<file path="src/rtl/shifter_arb_pkg.sv">
// Shared types and default sizing for the round-robin rotate arbiter.
// Used by shifter_arbiter and rotl_core.
package shifter_arb_pkg;

   typedef enum logic [1:0] {
      IDLE  = 2'd0,
      SHIFT = 2'd1,
      RESP  = 2'd2
   } state_t;

   localparam int DEF_N       = 4;
   localparam int DEF_NUM_REQ = 2;

endpackage

</file>
<file path="src/rtl/rotl_core.sv">
// Combinational log-depth rotate-left unit; stage i rotates by 2**i.
// Shared by all requesters of shifter_arbiter.
module rotl_core
   import shifter_arb_pkg::*;
#(
   parameter  int N = DEF_N,
   localparam int W = 2 ** N
) (
   input  logic [W-1:0] data,
   input  logic [N-1:0] amount,
   output logic [W-1:0] result
);

   logic [W-1:0] stage [N+1];

   assign stage[0] = data;

   for (genvar i = 0; i < N; i++) begin : g_stage
      localparam int K = 2 ** i;
      assign stage[i+1] = amount[i]
         ? {stage[i][W-K-1:0], stage[i][W-1:W-K]}
         : stage[i];
   end

   assign result = stage[N];

endmodule

</file>
<file path="src/rtl/shifter_arbiter.sv">
// Round-robin arbiter in front of one shared rotate-left unit.
// SHIFTER_ARB_ZERO_BYPASS_EN: amount-0 grants skip SHIFT (latency 1).
module shifter_arbiter
   import shifter_arb_pkg::*;
#(
   parameter  int N       = DEF_N,
   parameter  int NUM_REQ = DEF_NUM_REQ,
   localparam int W       = 2 ** N,
   localparam int IW      = $clog2(NUM_REQ)
) (
   input  logic                         clk,
   input  logic                         rst_n,
   input  logic [NUM_REQ-1:0]           req_valid,
   output logic [NUM_REQ-1:0]           req_ready,
   input  logic [NUM_REQ-1:0][W-1:0]    req_data,
   input  logic [NUM_REQ-1:0][N-1:0]    req_amount,
   output logic                         rsp_valid,
   input  logic                         rsp_ready,
   output logic [W-1:0]                 rsp_data,
   output logic [IW-1:0]                rsp_id
);

   state_t        state, state_nx;
   logic [IW-1:0] ptr, ptr_nx, win, id_q;
   logic [W-1:0]  op_q, rot;
   logic [N-1:0]  amt_q;
   logic          any, grant, bypass;

   function automatic logic [IW-1:0] rr_pick(
      input logic [NUM_REQ-1:0] v,
      input logic [IW-1:0]      p
   );
      logic [IW-1:0] w;
      logic          hit;
      int            j;
      w   = p;
      hit = 1'b0;
      for (int i = 0; i < NUM_REQ; i++) begin
         j = (int'(p) + i) % NUM_REQ;
         if (!hit && v[j]) begin
            w   = IW'(j);
            hit = 1'b1;
         end
      end
      return w;
   endfunction

   assign any    = |req_valid;
   assign win    = rr_pick(req_valid, ptr);
   assign ptr_nx = (win == IW'(NUM_REQ - 1)) ? '0 : win + IW'(1);

`ifdef SHIFTER_ARB_ZERO_BYPASS_EN
   assign bypass = (req_amount[win] == '0);
`else
   assign bypass = 1'b0;
`endif

   rotl_core #(.N(N)) u_rotl (
      .data   (op_q),
      .amount (amt_q),
      .result (rot)
   );

   // req_ready is masked by rst_n so it drops asynchronously in reset
   always_comb begin
      state_nx  = state;
      req_ready = '0;
      grant     = 1'b0;
      unique case (state)
         IDLE: begin
            if (any) begin
               grant          = 1'b1;
               req_ready[win] = rst_n;
               state_nx       = bypass ? RESP : SHIFT;
            end
         end
         SHIFT: state_nx = RESP;
         RESP: begin
            if (rsp_ready) state_nx = IDLE;
         end
         default: state_nx = IDLE;
      endcase
   end

   assign rsp_valid = (state == RESP);

   always_ff @(posedge clk or negedge rst_n) begin
      if (!rst_n) begin
         state    <= IDLE;
         ptr      <= '0;
         op_q     <= '0;
         amt_q    <= '0;
         id_q     <= '0;
         rsp_data <= '0;
         rsp_id   <= '0;
      end else begin
         state <= state_nx;
         if (grant) begin
            ptr   <= ptr_nx;
            op_q  <= req_data[win];
            amt_q <= req_amount[win];
            id_q  <= win;
            if (bypass) begin
               rsp_data <= req_data[win];
               rsp_id   <= win;
            end
         end
         if (state == SHIFT) begin
            rsp_data <= rot;
            rsp_id   <= id_q;
         end
      end
   end

endmodule
</file>
<file path="config.mk">
export PLATFORM = sky130hd
export DESIGN_NAME = shifter_arbiter
export DESIGN_NICKNAME = d
export VERILOG_FILES = /design/src/rtl/shifter_arb_pkg.sv /design/src/rtl/rotl_core.sv /design/src/rtl/shifter_arbiter.sv
export SDC_FILE = /design/constraint.sdc
export NUM_CORES = 1
export LEC_CHECK = 0
export CAP_MARGIN = 20
export CORE_MARGIN = 1.5
export CORE_UTILIZATION = 48
export DETAILED_ROUTE_END_ITERATION = 12
export PLACE_DENSITY = 0.8
export SLEW_MARGIN = 20
export SYNTH_ARGS = -nofsm -noshare
export SYNTH_HDL_FRONTEND = slang
export SYNTH_SLANG_ARGS = --single-unit
</file>
<file path="constraint.sdc">
create_clock -name clk -period 2.1 [get_ports clk]
set_clock_uncertainty 0.2 [all_clocks]
set_input_delay 0.21 -clock clk [delete_from_list [all_inputs] [get_ports clk]]
set_output_delay 0.21 -clock clk [all_outputs]
set_load 0.02 [all_outputs]
</file>
==> flow_summary.json <==
{
  "wirelength_um": 5190,
  "hpwl_um": 3820,
  "timing.rr.start": "amt_q[2]",
  "layout_commonest_cell": "clkdlybuf4s50_1",
  "setup_tns_ns": 0,
  "critPathKind": "reg -> out",
  "crit_cells": 4,
  "path_delay_family": "simple AND/OR/NAND/NOR gates",
  "worstMarginPinSlew_ns": 0.852,
  "final_cell_mix": "61 x clkdlybuf4s50_1, 41 x dfrtp_1, 20 x a221o_1",
  "reg2reg_slack_ns": 0.13,
  "netlist_area_sq_mm": 0.00236,
  "drtIter0Drc": 129,
  "clk_latency_ns": 0.29,
  "p_sw_frac": 0.392,
  "ios": 65,
  "reg2reg_depth": 3,
  "clk_path_buf_depth": 2,
  "synth.area.top_cells": "dfrtp_1 44%, mux4_1 11%, a221o_1 8.5%, mux2i_1 6.8%, a21boi_1 6.1%",
  "setup_viol": 0,
  "synthDistinctLibCells": 24,
  "placed_area_sq_mm": 0.00305,
  "grt.total_usage": 0.213,
  "p_leak_uw": 0.00133,
  "required_ns": 1.69,
  "p_clk_frac": 0.132,
  "io_buffers": 64,
  "coreArea_sq_mm": 0.00472,
  "cp.arrival_ns": 1.57,
  "cts-root-buf": "clkbuf_8",
  "drc": 0,
  "synth_top_cell_area_share": 0.435,
  "grt_max_degree": 42,
  "cts_tree": "yes",
  "nets": 290,
  "syn_nets": 229,
  "netlist_instances": 184,
  "internal_power_uw": 3020,
  "cap_violations": 0,
  "dr_total_vias": 1847,
  "fmax_mhz": 505,
  "firstDrtPassIters": 4,
  "startpoint": "state[1]",
  "maxSlewHeadroom": 0.432,
  "final_util": 0.674,
  "design_area_sq_mm": 0.00318,
  "max_stage_delay_ns": 0.42,
  "drive_gt1_frac": 0.0976,
  "avgSynthCellArea_sq_um": 12.8,
  "finalCritPeriodShare": 0.943,
  "antenna_found_initial": 0,
  "r2r-end": "rsp_data[4]",
  "crit_end": "req_ready[1]",
  "syn2layout_area_growth_pct": 35.1,
  "min_period_ns": 1.98,
  "cts.sinks": 41,
  "power_density_mw_per_mm2": 1560,
  "fin_cells": 313,
  "initial_core_util": 0.499,
  "die-area_sq_mm": 0.00534,
  "cts_buffers": 5,
  "yosysWarnings": 0,
  "end_kind": "output port",
  "antennaDiodeCount": 0,
  "synth_top_area_cell": "dfrtp_1",
  "crit_fanout": 4,
  "worst-path-buf-inv": 1,
  "h-tree-depth": 2,
  "grt_setup_unrepaired": "no",
  "outcome": "finished, final reports clean",
  "place_congestion": 0.950,
  "min-delay-path-class": "reg -> reg",
  "postRouteAntennaNets": 0,
  "ys_ff_latch": 41,
  "fp-row-count": 25,
  "grt_pass1_wl_um": 8630,
  "switching_power_uw": 1940,
  "cp_cell_sequence": "nor2_2 -> and3_1 -> and2_1 -> dlygate4sd2_1",
  "combPwrFrac": 0.552,
  "dp_cells": 304,
  "vias_per_cell": 5.90,
  "p_seq_frac": 0.316,
  "yosysSeqAreaShare": 0.435,
  "drv_slew": 0,
  "grt_pass1_vias": 1807,
  "final-hold-violation-count": 0,
  "die_h_um": 73.1,
  "startpoint_type": "register",
  "ir_drop_v": 0.000598,
  "overflow": 0,
  "worst_path_max_delay_cell": "dfrtp_1",
  "dieWidth_um": 73.1,
  "path_clk_slew_ns": 0.08,
  "wl_per_cell_um": 16.6
}
==> timing repair <==
| item | 4_1_cts | 5_1_grt |
|---|---|---|
| resized for setup | 3 | 0 |
| hold endpoints to repair | 41 | 0 |
| hold buffers | 1 | 0 |
| endpoints found under the setup margin | 2 | 0 |
| setup buffers | 0 | 0 |
==> sequential cells by signal, summed over array words and instances (netlist names) <==
signal and flops:
amt_q 4, id_q 1, op_q 16, ptr 1, rsp_data 16, rsp_id 1
state 2
==> per-stage QoR <==
stage                     power, uW  setup WS (ns)  hold WS [ns]
after global routing           5310         0.0383         0.298
final                          4970          0.120         0.288
after floorplan                3480          0.377        -0.286
after detailed placement       4310         0.0748         0.126
after global placement         4230         0.0870         0.107
after CTS                      4990          0.140         0.295
==> worst register-to-register path: stages, from the launching register on <==
cell	delay, ns
dfrtp_1	0.58
mux4_1	0.65
mux2i_1	0.23
o221ai_1	0.16
==> layer usage <==
layer | GRT usage | vias up | part of all wire
li1 | - | 876 | -
met1 | 0.299 | 907 | 0.45
met2 | 0.343 | 57 | 0.50
met3 | 0.0442 | 7 | 0.043
met4 | 0.0440 | 0 | 0.0085
met5 | 0 | - | 0
==> worst min-delay path by stage <==
stage,slack (ns),cells past startpoint,start,endpoint
floorplan,-0.29,0,rst_n,amt_q[0]
global placement,0.11,2,rst_n,ptr
detailed placement,0.13,2,rst_n,amt_q[0]
CTS,0.29,2,rsp_ready,state[1]
global route,0.30,2,rsp_ready,state[1]
finish,0.29,2,rsp_data[12],rsp_data[12]
==> kinds of logic after synthesis <==
| group | Yosys count | share of synthesized area |
|---|---|---|
| DFF | 41 | 0.435 |
| buffers and inverters | 20 | 0.0472 |
| muxes | 33 | 0.242 |
| AOI/OAI and AO/OA | 59 | 0.214 |
| and+or+nand+nor | 31 | 0.0616 |
==> layout make-up <==
cell class	count	area, sq um
fillers	372	1540
multi-input cells	123	1220
flip-flops and latches	41	1030
repair buffers	73	728
well taps	67	83.8
clock buffers	6	82.6
clock inverters	2	37.5
inverters	1	3.75
==> cell usage after synthesis <==
master,number
a21oi_1,2
nand3b_1,1
nand2b_1,3
nand2_1,17
nor2_1,3
mux4_2,6
mux2i_1,16
mux4_1,10
or2_1,2
buf_1,1
dfrtp_1,41
buf_6,1
mux2_1,1
and3_1,2
a21boi_0,1
buf_12,1
a21boi_1,19
o221ai_1,16
a221o_1,20
buf_2,10
clkbuf_1,6
inv_1,1
and2_1,3
o21ai_0,1
==> power by group through the flow <==
| stage | clock network (uW) | registers (uW) | logic [uW] |
|---|---|---|---|
| finish | 657 | 1570 | 2740 |
| global route | 702 | 1630 | 2980 |
| CTS | 668 | 1570 | 2750 |
| detailed placement | 0 | 1570 | 2730 |
| global placement | 0 | 1550 | 2680 |
| floorplan | 0 | 1540 | 1940 |
(Power assumes the default switching activity.)
